### src/rtl/mux_func_sweeper_if.sv
// mux_func_sweeper_if: groups the sweeper's control, configuration and status signals.
// Parameters: NSEL (mux select width), CW (error counter width).
// Signals: start_i, cfg_i, exp_i (driven by master); vec_o, y_o, mis_o,
//          err_cnt_o, busy_o, done_o (driven by slave).
// Optional macro MUXSWEEP_STOP_ON_FAIL_EN adds fail_vec_o.
interface mux_func_sweeper_if #(
  parameter int unsigned NSEL = 3,
  parameter int unsigned CW   = 8
) ();
  localparam int unsigned NV   = NSEL + 1;
  localparam int unsigned NIN  = 1 << NSEL;
  localparam int unsigned NVEC = 1 << NV;

  logic                start_i;
  logic [2*NIN-1:0]    cfg_i;
  logic [NVEC-1:0]     exp_i;
  logic [NV-1:0]       vec_o;
  logic                y_o;
  logic                mis_o;
  logic [CW-1:0]       err_cnt_o;
  logic                busy_o;
  logic                done_o;
`ifdef MUXSWEEP_STOP_ON_FAIL_EN
  logic [NV-1:0]       fail_vec_o;
`endif

  modport master (
    output start_i, cfg_i, exp_i,
    input  vec_o, y_o, mis_o, err_cnt_o, busy_o, done_o
`ifdef MUXSWEEP_STOP_ON_FAIL_EN
    , input fail_vec_o
`endif
  );

  modport slave (
    input  start_i, cfg_i, exp_i,
    output vec_o, y_o, mis_o, err_cnt_o, busy_o, done_o
`ifdef MUXSWEEP_STOP_ON_FAIL_EN
    , output fail_vec_o
`endif
  );
endinterface

### src/rtl/mux_func_sweeper.sv
// mux_func_sweeper: evaluates an NV-variable Boolean function built from a
// 2^NSEL:1 mux with per-input residue codes, sweeps every input vector
// (each held DWELL cycles) and counts mismatches against an expected truth table.
// Ports: clk, rst (synchronous, active-high), bus (mux_func_sweeper_if.slave):
//   start_i, cfg_i, exp_i in; vec_o, y_o (combinational), mis_o, err_cnt_o,
//   busy_o, done_o out.
// Optional macro MUXSWEEP_STOP_ON_FAIL_EN: adds fail_vec_o and ends the sweep
// on the first mismatch.
module mux_func_sweeper #(
  parameter int unsigned NSEL  = 3,
  parameter int unsigned DWELL = 1,
  parameter int unsigned CW    = 8
) (
  input  logic                  clk,
  input  logic                  rst,
  mux_func_sweeper_if.slave     bus
);
  localparam int unsigned NV   = NSEL + 1;
  localparam int unsigned NIN  = 1 << NSEL;
  localparam int unsigned NVEC = 1 << NV;
  localparam int unsigned CFGW = 2 * NIN;
  localparam int unsigned DCW  = 8;

  localparam logic [NV-1:0]  VEC_LAST = NV'(NVEC - 1);
  localparam logic [DCW-1:0] DW_LAST  = DCW'(DWELL - 1);
  localparam logic [CW-1:0]  ERR_MAX  = {CW{1'b1}};

  typedef enum logic [1:0] {
    S_IDLE  = 2'd0,
    S_SWEEP = 2'd1,
    S_DONE  = 2'd2
  } state_t;

  state_t            state_q, state_d;
  logic [NV-1:0]     vec_q, vec_d;
  logic [DCW-1:0]    dwell_q, dwell_d;
  logic              mis_q, mis_d;
  logic [CW-1:0]     err_q, err_d;
  logic              busy_q, busy_d;
  logic              done_q, done_d;
  logic [CFGW-1:0]   cfg_q, cfg_d;
  logic [NVEC-1:0]   exp_q, exp_d;
`ifdef MUXSWEEP_STOP_ON_FAIL_EN
  logic [NV-1:0]     fail_vec_q, fail_vec_d;
`endif

  // Mux datapath: upper vector bits select a residue code, vec[0] is D
  logic [NSEL-1:0]   sel_c;
  logic [1:0]        code_c;
  logic              y_c;
  logic              mis_c;
  logic              last_dwell_c;
  logic              abort_c;

  assign sel_c        = vec_q[NV-1:1];
  assign code_c       = cfg_q[{sel_c, 1'b0} +: 2];
  assign mis_c        = y_c ^ exp_q[vec_q];
  assign last_dwell_c = (dwell_q == DW_LAST);

  always_comb begin
    y_c = 1'b0;
    unique case (code_c)
      2'b00:   y_c = 1'b0;
      2'b01:   y_c = 1'b1;
      2'b10:   y_c = vec_q[0];
      2'b11:   y_c = ~vec_q[0];
      default: y_c = 1'b0;
    endcase
  end

  // A mismatch only terminates the sweep early when stop-on-fail is built in
`ifdef MUXSWEEP_STOP_ON_FAIL_EN
  assign abort_c = mis_c;
`else
  assign abort_c = 1'b0;
`endif

  // State register plus datapath registers
  always_ff @(posedge clk) begin
    if (rst) begin
      state_q    <= S_IDLE;
      vec_q      <= '0;
      dwell_q    <= '0;
      mis_q      <= 1'b0;
      err_q      <= '0;
      busy_q     <= 1'b0;
      done_q     <= 1'b0;
      cfg_q      <= '0;
      exp_q      <= '0;
`ifdef MUXSWEEP_STOP_ON_FAIL_EN
      fail_vec_q <= '0;
`endif
    end else begin
      state_q    <= state_d;
      vec_q      <= vec_d;
      dwell_q    <= dwell_d;
      mis_q      <= mis_d;
      err_q      <= err_d;
      busy_q     <= busy_d;
      done_q     <= done_d;
      cfg_q      <= cfg_d;
      exp_q      <= exp_d;
`ifdef MUXSWEEP_STOP_ON_FAIL_EN
      fail_vec_q <= fail_vec_d;
`endif
    end
  end

  // Next-state logic
  always_comb begin
    state_d = state_q;
    unique case (state_q)
      S_IDLE, S_DONE: begin
        if (bus.start_i) state_d = S_SWEEP;
      end
      S_SWEEP: begin
        if (last_dwell_c && ((vec_q == VEC_LAST) || abort_c)) state_d = S_DONE;
      end
      default: state_d = S_IDLE;
    endcase
  end

  // Output / datapath next values; registers hold unless updated below
  always_comb begin
    vec_d   = vec_q;
    dwell_d = dwell_q;
    mis_d   = mis_q;
    err_d   = err_q;
    cfg_d   = cfg_q;
    exp_d   = exp_q;
    busy_d  = (state_d == S_SWEEP);
    done_d  = (state_d == S_DONE) && (state_q != S_DONE);
`ifdef MUXSWEEP_STOP_ON_FAIL_EN
    fail_vec_d = fail_vec_q;
`endif
    unique case (state_q)
      S_IDLE, S_DONE: begin
        if (bus.start_i) begin
          cfg_d   = bus.cfg_i;
          exp_d   = bus.exp_i;
          vec_d   = '0;
          dwell_d = '0;
          mis_d   = 1'b0;
          err_d   = '0;
`ifdef MUXSWEEP_STOP_ON_FAIL_EN
          fail_vec_d = '0;
`endif
        end
      end
      S_SWEEP: begin
        if (last_dwell_c) begin
          dwell_d = '0;
          mis_d   = mis_c;
          if (mis_c && (err_q != ERR_MAX)) err_d = err_q + CW'(1);
`ifdef MUXSWEEP_STOP_ON_FAIL_EN
          if (mis_c && (err_q == '0)) fail_vec_d = vec_q;
`endif
          // Vector advances only while the sweep continues; it holds on exit
          if (state_d == S_SWEEP) vec_d = vec_q + NV'(1);
        end else begin
          dwell_d = dwell_q + DCW'(1);
        end
      end
      default: ;
    endcase
  end

  assign bus.vec_o     = vec_q;
  assign bus.y_o       = y_c;
  assign bus.mis_o     = mis_q;
  assign bus.err_cnt_o = err_q;
  assign bus.busy_o    = busy_q;
  assign bus.done_o    = done_q;
`ifdef MUXSWEEP_STOP_ON_FAIL_EN
  assign bus.fail_vec_o = fail_vec_q;
`endif
endmodule

### src/flat_wrapper.sv
// flat-port wrapper written by rule: the top's interface ports become plain ports
module mux_func_sweeper_flat 
#(
  parameter int unsigned NSEL  = 3,
  parameter int unsigned DWELL = 1,
  parameter int unsigned CW    = 8
)
  (clk, rst, bus_start_i, bus_cfg_i, bus_exp_i, bus_vec_o, bus_y_o, bus_mis_o, bus_err_cnt_o, bus_busy_o, bus_done_o);
  mux_func_sweeper_if #(.NSEL(NSEL), .CW(CW)) bus_i ();
  input  logic clk;
  input  logic rst;
  input wire logic [$bits(bus_i.start_i)-1:0] bus_start_i;
  input wire logic [$bits(bus_i.cfg_i)-1:0] bus_cfg_i;
  input wire logic [$bits(bus_i.exp_i)-1:0] bus_exp_i;
  output wire logic [$bits(bus_i.vec_o)-1:0] bus_vec_o;
  output wire logic [$bits(bus_i.y_o)-1:0] bus_y_o;
  output wire logic [$bits(bus_i.mis_o)-1:0] bus_mis_o;
  output wire logic [$bits(bus_i.err_cnt_o)-1:0] bus_err_cnt_o;
  output wire logic [$bits(bus_i.busy_o)-1:0] bus_busy_o;
  output wire logic [$bits(bus_i.done_o)-1:0] bus_done_o;
  assign bus_i.start_i = bus_start_i;
  assign bus_i.cfg_i = bus_cfg_i;
  assign bus_i.exp_i = bus_exp_i;
  assign bus_vec_o = bus_i.vec_o;
  assign bus_y_o = bus_i.y_o;
  assign bus_mis_o = bus_i.mis_o;
  assign bus_err_cnt_o = bus_i.err_cnt_o;
  assign bus_busy_o = bus_i.busy_o;
  assign bus_done_o = bus_i.done_o;
  mux_func_sweeper #(.NSEL(NSEL), .DWELL(DWELL), .CW(CW)) u_core (.clk(clk), .rst(rst), .bus(bus_i));
endmodule
### config.mk
export PLATFORM = sky130hd
export DESIGN_NAME = mux_func_sweeper_flat
export DESIGN_NICKNAME = d
export VERILOG_FILES = /design/src/rtl/mux_func_sweeper_if.sv /design/src/rtl/mux_func_sweeper.sv /design/src/flat_wrapper.sv
export SDC_FILE = /design/constraint.sdc
export NUM_CORES = 1
export LEC_CHECK = 0
export CAP_MARGIN = 15
export CORE_AREA = 4 4 72 87
export DETAILED_ROUTE_END_ITERATION = 16
export DIE_AREA = 0 0 76 91
export PLACE_DENSITY = 0.78
export SYNTH_ARGS = -nofsm -noshare
export SYNTH_HDL_FRONTEND = slang
export SYNTH_SLANG_ARGS = --single-unit
### constraint.sdc
create_clock -name clk -period 2.45 [get_ports clk]
set_clock_uncertainty 0.1 [all_clocks]
set_input_delay 0.49 -clock clk [delete_from_list [all_inputs] [get_ports clk]]
set_output_delay 0.49 -clock clk [all_outputs]
set_load 0.01 [all_outputs]
Word level (Yosys, flattened, before mapping)
Cells that the tools add are included.
{ "classes": {"add_sub_neg": 3, "magnitude_cmp": 1, "bitwise": 2, "shift": 1, "reduce_logical": 13, "mux": 19, "eq_ne": 14} }
{ "ops": {"columns": ["cell", "count"], "rows": [
  ["2-to-1 mux 8 bit", 4],
  ["case mux 8 bit (2 select lines)", 2],
  ["adder 8 x 1 -> 8 bit (second input constant)", 2],
  ["variable part select 16 x 5 -> 2 bit", 1],
  ["2-to-1 mux 4 bit", 3],
  ["equality test 2 bit (second input constant)", 4],
  ["zero test 8 bit", 1],
  ["!= test 8 bit (second input constant)", 1],
  ["case mux 4 bit (2 select lines)", 1],
  ["AND reduction 4 bit", 2],
  ["equality test 2 x 1 -> 1 bit (second input constant)", 3],
  ["!= test 2 x 1 -> 1 bit (second input constant)", 3],
  ["< comparator 4 x 5 -> 1 bit (second input constant)", 1],
  ["adder 4 x 1 -> 4 bit (second input constant)", 1],
  ["binary-select mux 1 bit (select 4 bit)", 1],
  ["equality test 4 bit (second input constant)", 1],
  ["zero test 2 bit", 2],
  ["2-to-1 mux 2 bit", 2],
  ["!= test 2 bit (second input constant)", 2],
  ["case mux 1 bit (4 select lines)", 1],
  ["case mux 2 bit (2 select lines)", 1],
  ["AND reduction 2 bit", 2],
  ["logical AND 1 bit", 3],
  ["2-to-1 mux 1 bit", 3],
  ["6 further kinds", 6]
]} }
{ "totals": {"in_bits": 35, "elab_cells": 62, "ff_bits": 57, "out_inout_bits": 16} }

Depth between registers and ports, before layout
Gate-level depths: netlist (run 1).
{ "logic_depth": {"ltp_word": 8, "mapped_depth": 8} }

Least setup slack after synthesis (run 1)
OpenSTA, ideal clock, no wires.
{ "synth_path": {"path_kind": "register -> output", "start": "register u_core.vec_q[1], in the netlist u_core.bus.vec_o[1]", "end": "output bus_y_o", "path_slack_ns": 0.288, "required_ns": 1.860, "n_path_buf": 1, "t_arrival_ns": 1.572, "path_stages_with_launch": 7, "cell_sequence": "dfxtp_1 > buf_6 > mux4_2 > mux2i_4 > or3_4 > nand2_1 > inv_1"} }
{ "synth_via": {"elab_chain_cells": 3} }
{ "synth_rtl": {"columns": ["element", "line_no", "rtl"], "rows": [
  ["from (decl)", "mux_func_sweeper.sv:35", "logic [NV-1:0] vec_q, vec_d;"],
  ["from (signal assigned)", "mux_func_sweeper.sv:95", "vec_q <= vec_d;"],
  ["variable part select 16 x 5 -> 2 bit (*)", "mux_func_sweeper.sv:56", "assign code_c = cfg_q[{sel_c, 1'b0} +: 2];"],
  ["equality test 2 bit (tied with other cells)", "mux_func_sweeper.sv:62", "unique case (code_c)"],
  ["case mux 1 bit (4 select lines) (*)", "mux_func_sweeper.sv:62", null],
  ["to (decl)", "flat_wrapper.sv:16", "output wire logic [$bits(bus_i.y_o)-1:0] bus_y_o;"]
]} }
Every way passes the cells marked *; elsewhere a longest branch is shown, timed or not.

Final worst setup path (run 1)
{ "layout_path": {"start": "register u_core.vec_q[2], in the netlist u_core.bus.vec_o[2]", "end": "output bus_y_o"} }
The elaborated chain is that of the path after synthesis.

==> results.cfg, run 1 <==
[status]
status = complete, no violations

[sta]
drv_slew = 0
fmax_mhz = 419
holdWs_ps = 350
rsz0062_at_grt = yes
slew_headroom = 0.658
tightestPinTransition_ps = 513
setup_tns_ps = 0
setup_viol_count_final = 0
finalCriticalPeriod_ps = 2390
finalHoldViolCount = 0
min_period_over_period = 0.974

[floorplanning]
floorplan.rows = 29
die_h_um = 91
io-pin-count = 51
start_util = 0.516
chipWidth_um = 76
core_sq_um = 5330
die_area_sq_um = 6920

[route]
drc = 0
routed_wl_mm = 6.47
dr.pass1.iters = 4
drt-initial-drc-count = 107
ant_nets = 0
vias = 2479
detail_route.wl_per_cell_um = 14.5
viasPerCell = 5.55

[power]
leakage_uw = 0.00137
p_sw_frac = 0.248
p_int_uw = 1570
seqPwrFrac = 0.473
peakVddDrop_uv = 438
p_clk_frac = 0.399
combPwrFrac = 0.127
p_per_area_nw_per_um2 = 584
switching_power_uw = 519

[setup_path]
critPathMaxFanout = 3
r2r_setup_slack_ps = 290
r2r_cells = 6
setup.worst_path.end_class = primary output
cp.arrival_ps = 1800
rr_startpoint = u_core.bus.vec_o[0]
r2r_end = u_core.bus.err_cnt_o[2]
criticalPathCategory = flip-flop to primary output
crit_required_ps = 1860
crit_start = u_core.bus.vec_o[2]
setup.worst_path.start_class = flip-flop

[synthesis]
netlist_instances = 318
synth.distinct_cells = 52
synthTopCellsByArea = dfxtp_1 41%, nand2_1 12%, a21oi_1 7.1%
ys_ff_latch = 57
synth_area_sq_um = 2750
yosys.area.top_type_share = 0.415
synth.avg_cell_area_sq_um = 8.65
synth_top_area_cell = dfxtp_1
ys_seq_area_frac = 0.415
yosys_warnings = 0
synth_nets = 357

[cells_and_area]
final_nets = 419
antenna_cells = 0
layout_common_cells = 85 x nand2_1, 54 x dfxtp_1, 48 x clkdlybuf4s50_1, 39 x a21oi_1, 18 x buf_4
area_delta_synth_final_pct = 30.0
final_common_cell = nand2_1
drive_gt1_frac = 0.177
nFillCells = 460

[global_routing]
grt_usage = 0.187
grt_pass1_vias = 2354
grt_start_max_net_pins = 35
grt_pass1_wl_mm = 10.5
antenna_found_initial = 0
grt_overflow_total = 0

[clock_network]
post_cts_buffers = 0
clock_latency_ps = 330
cts.sinks = 57
htree_levels = 3
clkTransAtPathRegs_ps = 60
cts_made_buffers = 9
cts_tree = built
cts_root_buf = clkbuf_8
clockBufferDepth = 2

[job]
max_cap_violations = 0

[worst_hold_path]
hold_depth = 2
hp-start = u_core.exp_q[13]
min_path_type = flip-flop to flip-flop
worst_hold_path.endpoint = u_core.exp_q[13]

[place]
dpl.hpwl_mm = 4.58
place.gp.congestion = 0.814
port_buffers = 50
## routing by layer
layer / part of all wire / track usage / up-vias
met4: 0.028 / 0.101 / 0
met2: 0.51 / 0.329 / 69
met3: 0.051 / 0.0485 / 17
li1: - / - / 1232
met5: 0 / 0 / -
met1: 0.41 / 0.203 / 1161
## what timing repair did
action / CTS / global route
pin swaps: 2 / 1
hold buffers: 0 / 0
endpoints found under the setup margin: 1 / 6
resized for setup: 8 / 3
## layout make-up
type                            count  area, sq um  area share
Clock buffer                       14          183      0.0511
Multi-Input combinational cell    238         1510       0.421
Sequential cell                    57         1140       0.320
Timing Repair Buffer               69          637       0.178
Clock inverter                      2         10.0     0.00280
Tap cell                           62         77.6      0.0217
Inverter                            5         18.8     0.00525
## worst max path at each step
stage,end,slack (ps),depth (start not counted)
after floorplan,bus_y_o,290,6
after global placement,bus_y_o,0.2,6
after detailed placement,bus_y_o,-70,7
after CTS,bus_y_o,10,6
after global routing,bus_y_o,-40,6
final,bus_y_o,60,6
## power by group through the flow
stage	Clock, uW	Sequential, uW	Combinational (uW)
floorplan	0	1000	157
global placement	0	1010	259
detailed placement	0	1010	265
CTS	850	989	266
global route	887	993	293
finish	835	989	266
## state kept, by name, summed over array words and instances, names as in the netlist
name,count
u_core.cfg_q,16
u_core.exp_q,16
u_core.bus.err_cnt_o,8
u_core.dwell_q,8
u_core.bus.vec_o,4
u_core.state_q,2
u_core.bus.busy_o,1
u_core.bus.done_o,1
u_core.bus.mis_o,1
## synthesized netlist by cell type, drive strengths merged
| library cell | number |
|---|---|
| nor3b | 1 |
| mux4 | 7 |
| nand3 | 9 |
| or2b | 1 |
| and2 | 1 |
| o21a | 5 |
| mux2i | 8 |
| a31oi | 1 |
| nand2b | 1 |
| xor2 | 6 |
| nand4 | 4 |
| ha | 4 |
| and4 | 5 |
| o31ai | 2 |
| o211a | 1 |
| or3 | 10 |
| mux2 | 2 |
| dfxtp | 57 |
| a31o | 1 |
| inv | 5 |
| nor4b | 1 |
| o32a | 1 |
| a21oi | 40 |
| o22ai | 2 |
| o21ai | 7 |
| nor2 | 14 |
| o211ai | 2 |
| nor3 | 8 |
| nand2 | 85 |
| clkbuf | 14 |
| nand3b | 1 |
| and3 | 4 |
| or4b | 1 |
| buf | 4 |
| a32oi | 1 |
| nor2b | 2 |
## cell families after synthesis
kind of cell | count (synthesis) | share of synthesized area
simple gates | 148 | 0.261
fa+ha+maj | 4 | 0.0182
xor+xnor | 6 | 0.0191
buf+inv | 23 | 0.0432
flops | 57 | 0.415
compound gates | 63 | 0.143
mux | 17 | 0.101
## worst max-delay path, stage by stage, from the launching register on
cell and delay (ps):
dfxtp_2 350, mux4_2 530, o22ai_4 190, or3_4 150, nand2_1 50, inv_1 60, buf_2 120
## metrics by stage
| stage | setup WS, ps | cell area [sq um] | util | total power [uW] | cells |
|---|---|---|---|---|---|
| detailed placement | -67.9 | 3380 | 0.633 | 1270 | 432 |
| finish | 62.6 | 3580 | 0.671 | 2090 | 447 |
| global placement | 0.212 | 3380 | 0.633 | 1270 | 432 |
| global route | -37.5 | 3580 | 0.671 | 2170 | 447 |
| CTS | 12.2 | 3560 | 0.667 | 2100 | 447 |
| floorplan | 288 | 2750 | - | 1160 | 318 |
Power figures use the tool's default switching activity.
==> run 2, diff against run 1 <==
--- a/config.mk
+++ b/config.mk
@@ -10,6 +10,7 @@
 export DETAILED_ROUTE_END_ITERATION = 16
 export DIE_AREA = 0 0 76 91
 export PLACE_DENSITY = 0.78
+export SLEW_MARGIN = 0
 export SYNTH_ARGS = -nofsm -noshare
 export SYNTH_HDL_FRONTEND = slang
 export SYNTH_SLANG_ARGS = --single-unit
==> results of run 2 <==
Same layout as run 1: the final DEF is identical, and so are final timing and power.
